File: src/rtl/fetch_pc_gen.sv
// Fetch PC generator: aligned multi-lane fetch groups, prioritised redirects, BTB truncation,
// and a request FIFO. Define FETCH_PC_GEN_BYPASS_EN to drive a new group straight out when empty.
module fetch_pc_gen #(
    parameter int unsigned FETCH_WIDTH  = 2,
    parameter int unsigned NUM_REDIRECT = 3,
    parameter int unsigned BUF_DEPTH    = 4,
    parameter logic [31:0] RESET_PC     = 32'h1c000000,
    localparam int unsigned LW = (FETCH_WIDTH > 1) ? $clog2(FETCH_WIDTH) : 1,
    localparam int unsigned CW = $clog2(BUF_DEPTH) + 1
) (
    input  logic                      clk,
    input  logic                      rst,
    input  logic                      stall_i,
    input  logic [NUM_REDIRECT-1:0]   redir_valid,
    input  logic [32*NUM_REDIRECT-1:0] redir_pc,
    output logic [31:0]               btb_pc,
    input  logic                      btb_valid,
    input  logic [LW-1:0]             btb_lane,
    input  logic [31:0]               btb_npc,
    output logic                      req_valid,
    input  logic                      req_ready,
    output logic [31:0]               req_pc,
    output logic [FETCH_WIDTH-1:0]    req_mask,
    output logic [31:0]               req_npc,
    output logic                      req_taken,
    output logic [CW-1:0]             count_o
);

    localparam int unsigned PW = $clog2(BUF_DEPTH);

    typedef struct packed {
        logic [31:0]            pc;
        logic [FETCH_WIDTH-1:0] mask;
        logic [31:0]            npc;
        logic                   taken;
    } entry_t;

    logic [31:0]   pc_r, pc_d;
    logic [PW-1:0] wr_ptr, rd_ptr;
    logic [CW-1:0] count_q;
    entry_t        mem_q [BUF_DEPTH];

    logic [LW-1:0] start;
    logic          hit;
    logic [31:0]   base, seq_npc;
    entry_t        grp, head;
    logic          redir_any;
    logic [31:0]   redir_tgt;
    logic          empty, full, enq, deq, bypass, push, pop;

    always_comb begin
        base    = pc_r & ~32'(4 * FETCH_WIDTH - 1);
        seq_npc = base + 32'(4 * FETCH_WIDTH);
        start   = LW'((pc_r >> 2) & 32'(FETCH_WIDTH - 1));
        // A predicted branch in a lane before the entry point belongs to code we skip.
        hit     = btb_valid && (btb_lane >= start);
        grp.pc    = pc_r;
        grp.npc   = hit ? btb_npc : seq_npc;
        grp.taken = hit;
        grp.mask  = '0;
        for (int k = 0; k < FETCH_WIDTH; k++) begin
            grp.mask[k] = (k >= int'(start)) && (!hit || (k <= int'(btb_lane)));
        end
    end

    always_comb begin
        redir_any = |redir_valid;
        redir_tgt = '0;
        for (int i = NUM_REDIRECT - 1; i >= 0; i--) begin
            if (redir_valid[i]) redir_tgt = redir_pc[32*i +: 32];
        end
    end

    always_comb begin
        empty = (count_q == '0);
        full  = (count_q == CW'(BUF_DEPTH));
        enq   = !redir_any && !stall_i && !full;
`ifdef FETCH_PC_GEN_BYPASS_EN
        bypass = empty && enq;
`else
        bypass = 1'b0;
`endif
        req_valid = !empty || bypass;
        head      = bypass ? grp : mem_q[rd_ptr];
        if (!req_valid) head = '0;
        deq  = req_valid && req_ready && !redir_any;
        // A bypassed group that is accepted immediately never touches the FIFO.
        push = enq && !(bypass && req_ready);
        pop  = deq && !empty;
        if (redir_any)  pc_d = redir_tgt;
        else if (enq)   pc_d = grp.npc;
        else            pc_d = pc_r;
    end

    assign btb_pc    = pc_d;
    assign req_pc    = head.pc;
    assign req_mask  = head.mask;
    assign req_npc   = head.npc;
    assign req_taken = head.taken;
    assign count_o   = count_q;

    always_ff @(posedge clk or posedge rst) begin
        if (rst) begin
            pc_r    <= RESET_PC;
            wr_ptr  <= '0;
            rd_ptr  <= '0;
            count_q <= '0;
        end else begin
            pc_r <= pc_d;
            if (redir_any) begin
                wr_ptr  <= '0;
                rd_ptr  <= '0;
                count_q <= '0;
            end else begin
                if (push) wr_ptr <= wr_ptr + PW'(1);
                if (pop)  rd_ptr <= rd_ptr + PW'(1);
                if (push && !pop)      count_q <= count_q + CW'(1);
                else if (pop && !push) count_q <= count_q - CW'(1);
            end
        end
    end

    // Storage needs no reset: entries are only visible while counted as valid.
    always_ff @(posedge clk) begin
        if (push) mem_q[wr_ptr] <= grp;
    end

endmodule
File: config.mk
export PLATFORM = sky130hd
export DESIGN_NAME = fetch_pc_gen
export DESIGN_NICKNAME = d
export VERILOG_FILES = /design/src/rtl/fetch_pc_gen.sv
export SDC_FILE = /design/constraint.sdc
export NUM_CORES = 1
export LEC_CHECK = 0
export BUFFER_PORTS_ARGS = -buffer_cell sky130_fd_sc_hd__buf_2
export CAP_MARGIN = 0
export CORE_UTILIZATION = 51
export DETAILED_ROUTE_END_ITERATION = 10
export GPL_TIMING_DRIVEN = 0
export PLACE_DENSITY = 0.86
export SLEW_MARGIN = 10
export SYNTH_ARGS = -nofsm -noshare
export SYNTH_HDL_FRONTEND = slang
export SYNTH_SLANG_ARGS = --single-unit
File: constraint.sdc
create_clock -name clk -period 3.2 [get_ports clk]
set_clock_uncertainty 0.2 [all_clocks]
set_input_delay 0 -clock clk [delete_from_list [all_inputs] [get_ports clk]]
set_output_delay 0 -clock clk [all_outputs]
set_load 0.03 [all_outputs]
==> Word level (Yosys, flattened, before mapping) <==
Memories as Yosys holds them, arrays and structs flattened.
Cells that the tools add are included.
{ "classes": {"add_sub_neg": 5, "multipliers": 0, "div": 0, "order_cmp": 3, "n_eq_ne": 1, "shift": 0, "muxes": 16, "bitwise_logic": 0, "reduce_logical": 21} }
{ "op_table": {"columns": ["operator", "count"], "rows": [
  ["32-bit 2-to-1 mux", 6],
  ["67-bit 2-to-1 mux", 1],
  ["32-bit by 4-bit adder with 32-bit output, second input constant", 1],
  ["3-bit 2-to-1 mux", 3],
  ["1-bit logical AND", 8],
  ["2-bit 2-to-1 mux", 4],
  ["1-bit zero test", 7],
  ["2-bit by 1-bit adder with 2-bit output, second input constant", 2],
  ["2-bit nonzero test", 2],
  ["3-bit by 1-bit adder with 3-bit output, second input constant", 1],
  ["3-bit equality test, second input constant", 1],
  ["3-bit zero test", 1],
  ["3-bit nonzero test", 1],
  ["3-bit OR reduction", 1],
  ["3-bit by 1-bit subtractor with 3-bit output, second input constant", 1],
  ["1-bit 2-to-1 mux", 2],
  ["1-bit greater-or-equal comparator", 1],
  ["1-bit greater-or-equal comparator, first input constant", 1],
  ["1-bit less-or-equal comparator, first input constant", 1],
  ["1-bit logical OR", 1]
]} }
{ "totals": {"register_bits": 39, "latchBits": 0, "ram_bits": 268, "mem_bits_ro": 0, "input_bits": 137, "out_inout_bits": 103, "memories": 1} }
{ "memory_table": {"columns": ["memory", "words", "width", "rd", "rd_ports_with_merged_regs", "write_ports", "line", "rtl"], "rows": [
  ["mem_q", 4, 67, 1, 0, 1, "41", "entry_t mem_q [BUF_DEPTH];"]
]} }

==> Logic depth before layout (Yosys ltp) <==
{ "logic_depth": {"depth_word": 9, "depth_mapped": 9} }

==> Least setup slack after synthesis <==
No wires, ideal clock.
{ "synth_path": {"path_type": "flip-flop to flip-flop", "from": "register count_q[2], in the netlist count_o[2]", "to": "memory mem_q[0][0] in the netlist's numbering (enable)", "setup_time_ns": 0.433, "t_arrival_ns": 2.960, "path_slack_ns": -0.393, "path_stages_with_launch": 5, "n_path_buf": 1, "period_less_slack_ns": 3.593, "cell_sequence": "dfrtp_1 nor3b_1 nor2_1 clkbuf_1 and3_1"} }
{ "synth_via": {"elab_chain_len": 5} }
{ "synth_lines": {"columns": ["element", "line", "rtl"], "rows": [
  ["start, declared", "40", "logic [CW-1:0] count_q;"],
  ["start signal, assigned", "117", "if (push && !pop) count_q <= count_q + CW'(1);"],
  ["start signal, assigned", "118", "else if (pop && !push) count_q <= count_q - CW'(1);"],
  ["3-bit equality test", "76", "full = (count_q == CW'(BUF_DEPTH));"],
  ["1-bit zero test", "77", "enq = !redir_any && !stall_i && !full;"],
  ["1-bit logical AND", "77", null],
  ["1-bit 2-to-1 mux", "125", "if (push) mem_q[wr_ptr] <= grp;"],
  ["1-bit 2-to-1 mux (implied by the code)", "125", null],
  ["end, declared", "41", null]
]} }
Every way passes these cells.

==> Worst setup path after layout <==
{ "layout_path": {"from": "register count_q[2], in the netlist count_o[2]", "to": "output btb_pc[26]"} }
{ "layout_via": {"elab_chain_len": 5} }
{ "layout_lines": {"columns": ["element", "line", "rtl"], "rows": [
  ["3-bit equality test", "76", null],
  ["1-bit zero test", "77", null],
  ["1-bit logical AND", "77", null],
  ["32-bit 2-to-1 mux", "91", "else if (enq) pc_d = grp.npc;"],
  ["32-bit 2-to-1 mux", "90", "if (redir_any) pc_d = redir_tgt;"],
  ["end, declared", "16", "output logic [31:0] btb_pc,"]
]} }
Every way passes these cells.

==> results.md <==
- Pwr Density: 526.8 nW/um2
- Clock Path Buffers: 3
- Hold path depth: 4
- Critical path type: reg -> out
- Final Cycle Share: 99.15%
- ANT nets after route: 0
- Sequential power share: between 50% and 60%
- Placer congestion estimate: between 0.8 and 0.9
- Most common library cells after synthesis: edfxtp_1 (268), and2_1 (69), mux4_2 (67), nand2_1 (53), nor2_1 (51)
- Root buffer cell: clkbuf_16
- Avg WL per Cell: 25.94 um
- Initial Util: 51.97%
- Die width: 165.0 um
- Port bufs: 237
- Worst R2R Start: pc_r[8]$_DFF_PP0_
- Syn_nets: 1029
- PnR worst setup slack: 27.14 ps
- Tot GR Track Use: roughly a third
- CP Max Fanout: 10
- Cell Int Power: 6.934 mW
- Status: complete, no violations
- Synth Cell Area: 13540 um2
- EDFF count, synth: ~270
- Setup violators final: 0
- Final core utilization: 67.23%
- Initial antenna violation count: 1
- R2R Path End: pc_r[27]$_DFF_PP1_
- Tmin final: 3173 ps
- Hold path endpoint: pc_r[18]$_DFF_PP0_
- Post-Syn Instances: 886
- Power Total: 9.228 mW
- Met3 Track Usage GR: 7.132%
- Floorplan core area: around 26000 um2
- Clk slew on worst S/H paths: 60 ps
- Vias post-DR: roughly 10000
- Area leader, netlist: edfxtp_1
- Worst Tran Pin Value: 1084 ps
- Synth area leaders: edfxtp_1 (59%), mux4_2 (11%), dfrtp_1 (6.7%)
- Synthesized flop and latch total: 307
- Vias per cell: 6.252
- Pins over their slew limit: 0
- R2R cell count: 7
- Post-Route WL: 42.20 mm
- CTS tree: done
- Setup Slack @ Placement: -230.6 ps
- Largest net degree at the start of global routing: 46
- FF-to-FF setup slack: 150 ps
- Final #Nets: 1409
- GRT met2 Usage: about half
- H-tree levels: 1
- Post-route cell area: 17520 um2
- Critical path arrival: 2970 ps
- Slew headroom: between 20% and 30%
- Hold Path Class: in -> reg
- Row count: 59
- Layout cells sized above 1: between 30% and 40%
- Dpl hpwl: 27.78 mm
- Clock power share: roughly 38%
- Hold Startpoint: redir_pc[82]
- Max VDD drop: between 0.3 and 0.4 mV
- Die ar.: roughly 27000 um2
- TritonCTS buffer count: 30
- M1 GR Usage: 43.07%
- CP Launch Type: register
- CTS Sinks: 307
- Layout area overhead: 29.35%
- WHS: approximately 33 ps
- Die Y-Extent: 165.0 um
- Fmax: 0.3152 GHz
- Post-synthesis sequential area ratio: between 60% and 70%
- Total grt overflow: 0
- Synth warn: 0
- First-pass GRT wire length: 60.60 mm
- DRT iter0 DRCs: 1283
- Post-synthesis cell type count: 55
- Top-count cell post-synth: edfxtp_1
- Synthesized area per cell: ~15 um2
- FILL cells: 1755
- Worst-Skew Late Latency: 560 ps
- Prevailing post-synth register cell: edfxtp_1
- DRC Markers: 0
- CP required: 3000 ps
- GR peak layer: met2
- Comb pwr share: around an eighth
- P_leak: 6.485 nW
- Async SR Flop Fraction: 12.70%
- # IOs: 240
- Vias in the first global route: 9911
- Switching part of the total power: 24.86%
- Cell Area, Placed: 15280 um2
- Final Hold Vio Count: 0
- Max Cap Viol: 0
- CP Capture Type: output pin
- P_sw: 2.294 mW
- DRT Pass-1 Iters: 7
- Area share of the largest cell type after synthesis: 59.42%
registers in the layout (all words and copies together), names as in the netlist:
name / flops
wr_ptr: 2
count_o: 3
mem_q: 268
rd_ptr: 2
pc_r: 32
final cells by class:
type | instances | area, um2 | share of cell area (%)
multi-input cells | 509 | 4415 | 25.21
diodes | 2 | 5.005 | 0.02857
well taps | 335 | 419.2 | 2.393
repair buffers | 354 | 2390 | 13.64
plain buffers | 52 | 231.5 | 1.321
flip-flops and latches | 307 | 9047 | 51.65
clock buffers | 41 | 843.3 | 4.814
clock inverters | 15 | 121.4 | 0.6928
inverters | 12 | 45.04 | 0.2571
how the worst max path moves through the flow:
stage | start | to | slack, ps | cells past startpoint
finish | count_o[2]$_DFFE_PP0P_ | btb_pc[26] | 30 | 7
global route | pc_r[2]$_DFF_PP0_ | btb_pc[24] | -6 | 7
CTS | rd_ptr[0]$_DFFE_PP0P_ | req_npc[26] | -20 | 5
detailed placement | redir_valid[2] | btb_pc[9] | -230 | 9
global placement | redir_valid[2] | mem_q[3][63]$_DFFE_PP_ | -840 | 4
floorplan | count_o[0]$_DFFE_PP0P_ | count_o[2]$_DFFE_PP0P_ | 240 | 9
worst max-delay path, stage by stage, from the launching register on:
cell and delay (ps):
dfrtp_1 450, nor3b_2 210, or2_2 400, nor2_4 290, clkbuf_4 360, a211oi_1 110, o22ai_1 310, buf_2 260
layer usage:
metal,part of all wire (%),vias to the layer above
met2,47,843
met3,13,123
met1,36,4986
li1,-,4220
met4,3.9,0
met5,0,-
layout by cell type, fill, tap and decap left out, types with 6 or more instances in the layout:
cell type      instances
nand4_1               11
and2_1                69
o21ai_0               21
a21oi_1               35
mux2i_1               10
nand2_1               51
clkinv_2               6
nand3_1               15
o22ai_1                9
nor2_1                46
clkbuf_2              13
o21ai_1                7
dfrtp_2               16
xor2_1                13
dlygate4sd3_1         97
a22oi_1               19
clkbuf_1              37
mux4_2                67
and3_1                 9
xnor2_1               14
buf_4                 18
clkinv_1               6
a211oi_1              11
edfxtp_1             268
dfrtp_1               20
a21o_1                 7
inv_1                 10
or3_1                  6
clkbuf_16             31
o221ai_1               7
buf_2                239
mux2_2                 9
power groups by stage:
| stage | sequential [mW] | combinational, mW | clock (mW) |
|---|---|---|---|
| final | 4.61 | 1.15 | 3.47 |
| after global routing | 4.62 | 1.21 | 3.62 |
| after CTS | 4.60 | 1.10 | 3.47 |
| after detailed placement | 4.69 | 0.927 | 0 |
| after global placement | 4.68 | 0.900 | 0 |
| after floorplan | 4.65 | 0.551 | 0 |
kinds of logic (layout without fill, tap and decap cells):
family | Yosys count | after routing | share of synthesized area (%)
compound gates | 149 | 149 | 7.179
simple gates | 241 | 241 | 9.211
buf+inv | 70 | 474 | 1.968
xor+xnor | 27 | 27 | 1.746
fa+ha+maj | 6 | 6 | 0.6098
other cells | 0 | 2 | 0
flops | 307 | 307 | 66.66
mux | 86 | 86 | 12.63
stage by stage:
stage | setup TNS [ps] | cells
finish | 0 | 1627
global route | -6.321 | 1625
CTS | -97.48 | 1621
detailed placement | -21450 | 1463
global placement | -225680 | 1458
floorplan | 0 | 886
repair_timing:
item / 4_1_cts / 5_1_grt
resized for setup: 48 / 32
hold endpoints to repair: 209 / 0
hold buffers: 97 / 0
cloned: 0 / 0
pin swaps: 3 / 3
endpoints found under the setup margin: 104 / 86
buffers inserted: 8 / 7
Note: power is estimated with default switching activity, not from simulation.
